--- config.mk ---
export PLATFORM = sky130hd
export DESIGN_NAME = pwl_vdrv
export DESIGN_NICKNAME = d
export VERILOG_FILES = /design/src/rtl/pwl_vdrv.sv
export SDC_FILE = /design/constraint.sdc
export NUM_CORES = 1
export LEC_CHECK = 0
export BUFFER_PORTS_ARGS = -buffer_cell sky130_fd_sc_hd__buf_2
export CAP_MARGIN = 30
export CORE_ASPECT_RATIO = 1.1
export CORE_UTILIZATION = 40
export DETAILED_ROUTE_END_ITERATION = 8
export GPL_TIMING_DRIVEN = 0
export PLACE_DENSITY = 0.6
export REMOVE_ABC_BUFFERS = 1
export SLEW_MARGIN = 20
export SYNTH_ARGS = -nofsm -noshare
export SYNTH_HDL_FRONTEND = slang
export SYNTH_SLANG_ARGS = --single-unit
--- constraint.sdc ---
create_clock -name clk -period 11.1 [get_ports clk]
set_clock_uncertainty 0.1 [all_clocks]
set_input_delay 3.33 -clock clk [delete_from_list [all_inputs] [get_ports clk]]
set_output_delay 3.33 -clock clk [all_outputs]
set_load 0.01 [all_outputs]
--- src/rtl/pwl_vdrv.sv ---
// pwl_vdrv: piecewise-linear voltage driver with bounded slew.
// Ramps toward clamped target codes and pulses done after settling.
module pwl_vdrv #(
    parameter int  N_CODE     = 8,
    parameter real VLSB       = 0.01,
    parameter real VMAX       = 1.5,
    parameter int  SLEW_STEPS = 4,
    parameter int  SETTLE_CYC = 3,
    parameter real TCLK       = 1e-9
) (
    input  logic                 clk,
    input  logic                 rstn,
    input  logic                 req_valid,
    input  logic [N_CODE-1:0]    req_code,
    output logic                 req_ready,
    // {t0 edge index[31:0], slope in LSB/clk (signed), value in LSB}
    output logic [2*N_CODE+32:0] v_out,
    output logic [N_CODE-1:0]    cur_code,
    output logic                 busy,
    output logic                 done
);

    localparam int CODE_MAX = (1 << N_CODE) - 1;
    // Small epsilon keeps e.g. 1.5/0.01 from flooring to 149.
    localparam int KMAX_RAW = $rtoi(VMAX / VLSB + 1.0e-6);
    localparam int KMAX_INT = (KMAX_RAW > CODE_MAX) ? CODE_MAX :
                              ((KMAX_RAW < 0) ? 0 : KMAX_RAW);
    localparam int SLEW_INT = (SLEW_STEPS > CODE_MAX) ? CODE_MAX
                                                      : SLEW_STEPS;
    localparam int CW       = $clog2(SETTLE_CYC + 1);

    localparam logic [N_CODE-1:0] KMAX = N_CODE'(KMAX_INT);
    localparam logic [N_CODE-1:0] SLEW = N_CODE'(SLEW_INT);
    localparam logic [CW-1:0]     LAST = CW'(SETTLE_CYC - 1);

    if (SLEW_STEPS < 1 || SETTLE_CYC < 1 || TCLK <= 0.0 || VLSB <= 0.0)
    begin : g_bad_cfg
        $error("pwl_vdrv: invalid parameter set");
    end

    typedef enum logic [1:0] {IDLE, RAMP, SETTLE} state_e;

    state_e                state_q, state_d;
    logic [N_CODE-1:0]     cur_q, cur_d;
    logic [N_CODE-1:0]     tgt_q, tgt_d;
    logic [N_CODE-1:0]     pend_q, pend_d;
    logic                  pend_vld_q, pend_vld_d;
    logic [CW-1:0]         cnt_q, cnt_d;
    logic                  done_q, done_d;
    logic signed [N_CODE:0] slope_q, slope_d;
    logic [31:0]           t0_q;

    logic                  xfer;
    logic [N_CODE-1:0]     req_clamped;
    logic [N_CODE-1:0]     load_code;
    logic [N_CODE-1:0]     ramp_mag;
    logic [N_CODE-1:0]     ramp_next;
    logic [N_CODE-1:0]     plan_mag;

    // Step magnitude toward b, limited to the slew rate.
    function automatic logic [N_CODE-1:0] mag_f(
        input logic [N_CODE-1:0] a,
        input logic [N_CODE-1:0] b
    );
        logic [N_CODE-1:0] d;
        d = (a > b) ? (a - b) : (b - a);
        return (d > SLEW) ? SLEW : d;
    endfunction

    assign req_ready   = rstn & ~pend_vld_q;
    assign xfer        = req_valid & req_ready;
    assign req_clamped = (req_code > KMAX) ? KMAX : req_code;
    assign ramp_mag    = mag_f(cur_q, tgt_q);
    assign ramp_next   = (tgt_q > cur_q) ? (cur_q + ramp_mag)
                                         : (cur_q - ramp_mag);

    // Next-state logic: target latching, ramp stepping, settle count.
    always_comb begin
        state_d    = state_q;
        cur_d      = cur_q;
        tgt_d      = tgt_q;
        pend_d     = pend_q;
        pend_vld_d = pend_vld_q;
        cnt_d      = cnt_q;
        done_d     = 1'b0;
        load_code  = pend_vld_q ? pend_q : req_clamped;
        unique case (state_q)
            IDLE: begin
                if (xfer) begin
                    tgt_d   = req_clamped;
                    cnt_d   = '0;
                    state_d = (req_clamped == cur_q) ? SETTLE : RAMP;
                end
            end
            RAMP: begin
                cur_d = ramp_next;
                if (xfer) begin
                    pend_vld_d = 1'b1;
                    pend_d     = req_clamped;
                end
                if (ramp_next == tgt_q) begin
                    state_d = SETTLE;
                    cnt_d   = '0;
                end
            end
            SETTLE: begin
                if (cnt_q == LAST) begin
                    done_d = 1'b1;
                    // A request arriving now bypasses the slot.
                    if (pend_vld_q || xfer) begin
                        pend_vld_d = 1'b0;
                        tgt_d      = load_code;
                        cnt_d      = '0;
                        state_d    = (load_code == cur_q) ? SETTLE : RAMP;
                    end else begin
                        state_d = IDLE;
                    end
                end else begin
                    cnt_d = cnt_q + 1'b1;
                    if (xfer) begin
                        pend_vld_d = 1'b1;
                        pend_d     = req_clamped;
                    end
                end
            end
            default: state_d = IDLE;
        endcase
    end

    // Slope of the new segment is the step planned for the next edge.
    always_comb begin
        plan_mag = mag_f(cur_d, tgt_d);
        slope_d  = '0;
        if (state_d == RAMP) begin
            slope_d = (tgt_d > cur_d) ?  $signed({1'b0, plan_mag})
                                      : -$signed({1'b0, plan_mag});
        end
    end

    // State and segment registers; reset drops the output to 0 at once.
    always_ff @(posedge clk or negedge rstn) begin
        if (!rstn) begin
            state_q    <= IDLE;
            cur_q      <= '0;
            tgt_q      <= '0;
            pend_q     <= '0;
            pend_vld_q <= 1'b0;
            cnt_q      <= '0;
            done_q     <= 1'b0;
            slope_q    <= '0;
            t0_q       <= '0;
        end else begin
            state_q    <= state_d;
            cur_q      <= cur_d;
            tgt_q      <= tgt_d;
            pend_q     <= pend_d;
            pend_vld_q <= pend_vld_d;
            cnt_q      <= cnt_d;
            done_q     <= done_d;
            slope_q    <= slope_d;
            t0_q       <= t0_q + 32'd1;
        end
    end

    assign v_out    = {t0_q, slope_q, cur_q};
    assign cur_code = cur_q;
    assign busy     = (state_q != IDLE);
    assign done     = done_q;

endmodule

==> impl_metrics.yaml <==
status:
  outcome: "finished clean"
timing:
  finalCriticalPeriod_ns: 8.793
  setup_tns_ns: 0
  tightest_slew_ns: 0.9432
  fmax_ghz: 0.1137
  rsz0062_at_grt: "no"
  drv_slew: 0
  hold_violations: 0
  maxSlewHeadroom: 0.3689
  setup_viol_count_final: 0
  post-route-period-util: 0.7922
min_path:
  min_to: "t0_q[31]$_DFF_PN0_"
  min_from: "t0_q[31]$_DFF_PN0_"
  hold_depth: 1
  hp-class: "register to register"
die:
  row_count: 45
  start_util: 0.4104
  die_w_um: 115.7
  ios: 71
  die_y_um: 127.0
  die_area_um2: 14690
  core_region_area_um2: 13850
cts:
  cts_buffers: 9
  clock_latency_ns: 0.33
  root_buffer: "clkbuf_16"
  htree_levels: 3
  cts.repair.resized: 0
  postCtsHoldBufs: 0
  cts.path.max_buffers: 2
  cts_sinks: 71
  clk_pin_slew_ns: 0.06
  post-cts-setup-buffers: 0
  cts_tree: "done"
grt:
  overflow: 0
  grt_pass1_vias: 4767
  antenna_found_initial: 0
  grt_pass1_wl_um: 23760
  grt_max_degree: 55
  grt_usage: 0.2054
critical_path:
  cpMaxStageDelayCell: "dfrtp_1"
  crit_path_end_kind: "register"
  critical_path_arrival_ns: 8.89
  path_class: "register to register"
  max_stage_delay_ns: 0.52
  crit_top_cell: "ha_1"
  reg2reg_depth: 36
  reg2reg_slack_ns: 2.31
  path_max_fanout: 9
  cp-start-kind: "register"
  critPathRequiredTime_ns: 11.19
  r2r-end: "slope_q[2]$_DFF_PN0_"
  r2r_start: "cur_code[5]$_DFF_PN0_"
synth:
  synth_top_flop_cell: "dfrtp_1"
  yosys_warnings: 0
  seq_area_frac_synth: 0.3126
  synth_top_family_by_area: "compound AO/OA/AOI/OAI gates"
  synth_top_area_cell: "dfrtp_1"
  yosys.area_share.simple: 0.1787
  synth_edf_count: 0
  synth_top_area_share: 0.3126
  synth_area_leaders: "dfrtp_1, ha_1, xnor2_1, a21oi_1, xor2_1"
  synth-xor-area-share: 0.1090
  synth_cell_type_count: 63
  synth_adder_area_share: 0.1101
  synth_area_per_cell_um2: 8.731
  synth_area_um2: 5684
  synthArstFlopShare: 1.000
  synth-compound-area-share: 0.1902
  muxShareOfSynthArea: 0.03808
  ys_seq_elements: 71
  netlist_instances: 651
detailed_routing:
  drt_iter0_drc: 389
  postRouteAntennaNets: 0
  post_drt_via_cell_ratio: 5.478
  routed_wl_um: 14560
  vias: 4886
  first_pass_iters: 5
  routedWlPerCell_um: 16.32
  drc_errors: 0
layout:
  layout_common_cells: "dfrtp_1, buf_2, nor2_1"
  nNetsFinal: 758
  fill_cells: 1367
  diodes: 0
  final_common_cell: "dfrtp_1"
  areaGrowthSynthToFinish_pct: 13.05
  fin_area_um2: 6426
  drive_gt1_frac: 0.1477
flow_run:
  drv_cap: 0
placed_design:
  hpwl_um: 11080
  port_buffers: 70
  routabilityCongestion: 0.9116
  placed_area_um2: 6127
## worst max-delay path: cells and delay by family (launching register included)
family / cells / cell delay, ns
simple gates: 12 / 2.39
compound gates: 9 / 1.99
fa+ha+maj: 5 / 1.56
mux: 3 / 1.00
xor+xnor: 5 / 0.82
flops: 1 / 0.52
buf+inv: 2 / 0.27
## Yosys cell counts, drive strengths merged (3+ instances only)
| master | n |
|---|---|
| a211o | 3 |
| a211oi | 8 |
| a21o | 16 |
| a21oi | 41 |
| a22oi | 4 |
| a31oi | 6 |
| and2 | 5 |
| and3 | 7 |
| buf | 17 |
| clkbuf | 16 |
| dfrtp | 71 |
| fa | 5 |
| ha | 42 |
| inv | 47 |
| mux2 | 5 |
| mux2i | 16 |
| nand2 | 49 |
| nand2b | 12 |
| nand3 | 17 |
| nand3b | 4 |
| nand4 | 16 |
| nor2 | 50 |
| nor2b | 14 |
| nor3 | 20 |
| o21a | 6 |
| o21ai | 28 |
| o221ai | 4 |
| o22a | 3 |
| o22ai | 12 |
| o31ai | 5 |
| or2 | 3 |
| or3 | 3 |
| xnor2 | 46 |
| xor2 | 23 |
## registers in the layout, indices dropped and copies added (netlist names)
name	count
t0_q	32
slope_q	9
cur_code	8
pend_q	8
tgt_q	8
cnt_q	2
state_q	2
done	1
pend_vld_q	1
## metrics by stage
step	setup slack (ns)	hold slack, ns	std cells	util
after floorplan	3.374	0.4033	618	-
after global placement	1.582	0.3547	876	0.4402
after detailed placement	2.220	0.3596	877	0.4424
after CTS	2.336	0.3670	892	0.4640
after global routing	1.645	0.3726	892	0.4640
final	2.307	0.3656	892	0.4640
## final cells by class
type | count | area [um^2] | area share
sequential | 71 | 1777 | 0.2765
tap | 188 | 235.2 | 0.03660
inverter | 47 | 176.4 | 0.02745
multi-input combinational | 500 | 3558 | 0.5537
clock inverter | 3 | 42.54 | 0.006620
clock buffer | 12 | 256.5 | 0.03991
timing repair buffer | 71 | 380.4 | 0.05919
## cell families after synthesis
family,Yosys count
simple gates,205
compound gates,158
buf+inv,80
flops,71
xor+xnor,69
fa+ha+maj,47
mux,21
## routing by layer
metal  routed length [um]  global-route usage
met5                    0                   0
met4                  378             0.06486
met3                  776             0.03368
met2                 6975              0.3399
met1                 6425              0.2735
## worst max path at each step
stage	startpoint	to	cells past startpoint
finish	cur_code[5]$_DFF_PN0_	slope_q[2]$_DFF_PN0_	36
detailed placement	rstn	slope_q[2]$_DFF_PN0_	21
floorplan	cur_code[0]$_DFF_PN0_	slope_q[2]$_DFF_PN0_	38
global placement	rstn	slope_q[2]$_DFF_PN0_	20
CTS	cur_code[3]$_DFF_PN0_	slope_q[2]$_DFF_PN0_	36
global route	cur_code[3]$_DFF_PN0_	slope_q[2]$_DFF_PN0_	36
Power is not shown: default switching activity piles up to over one toggle a cycle in this logic, so the estimate is an artifact.
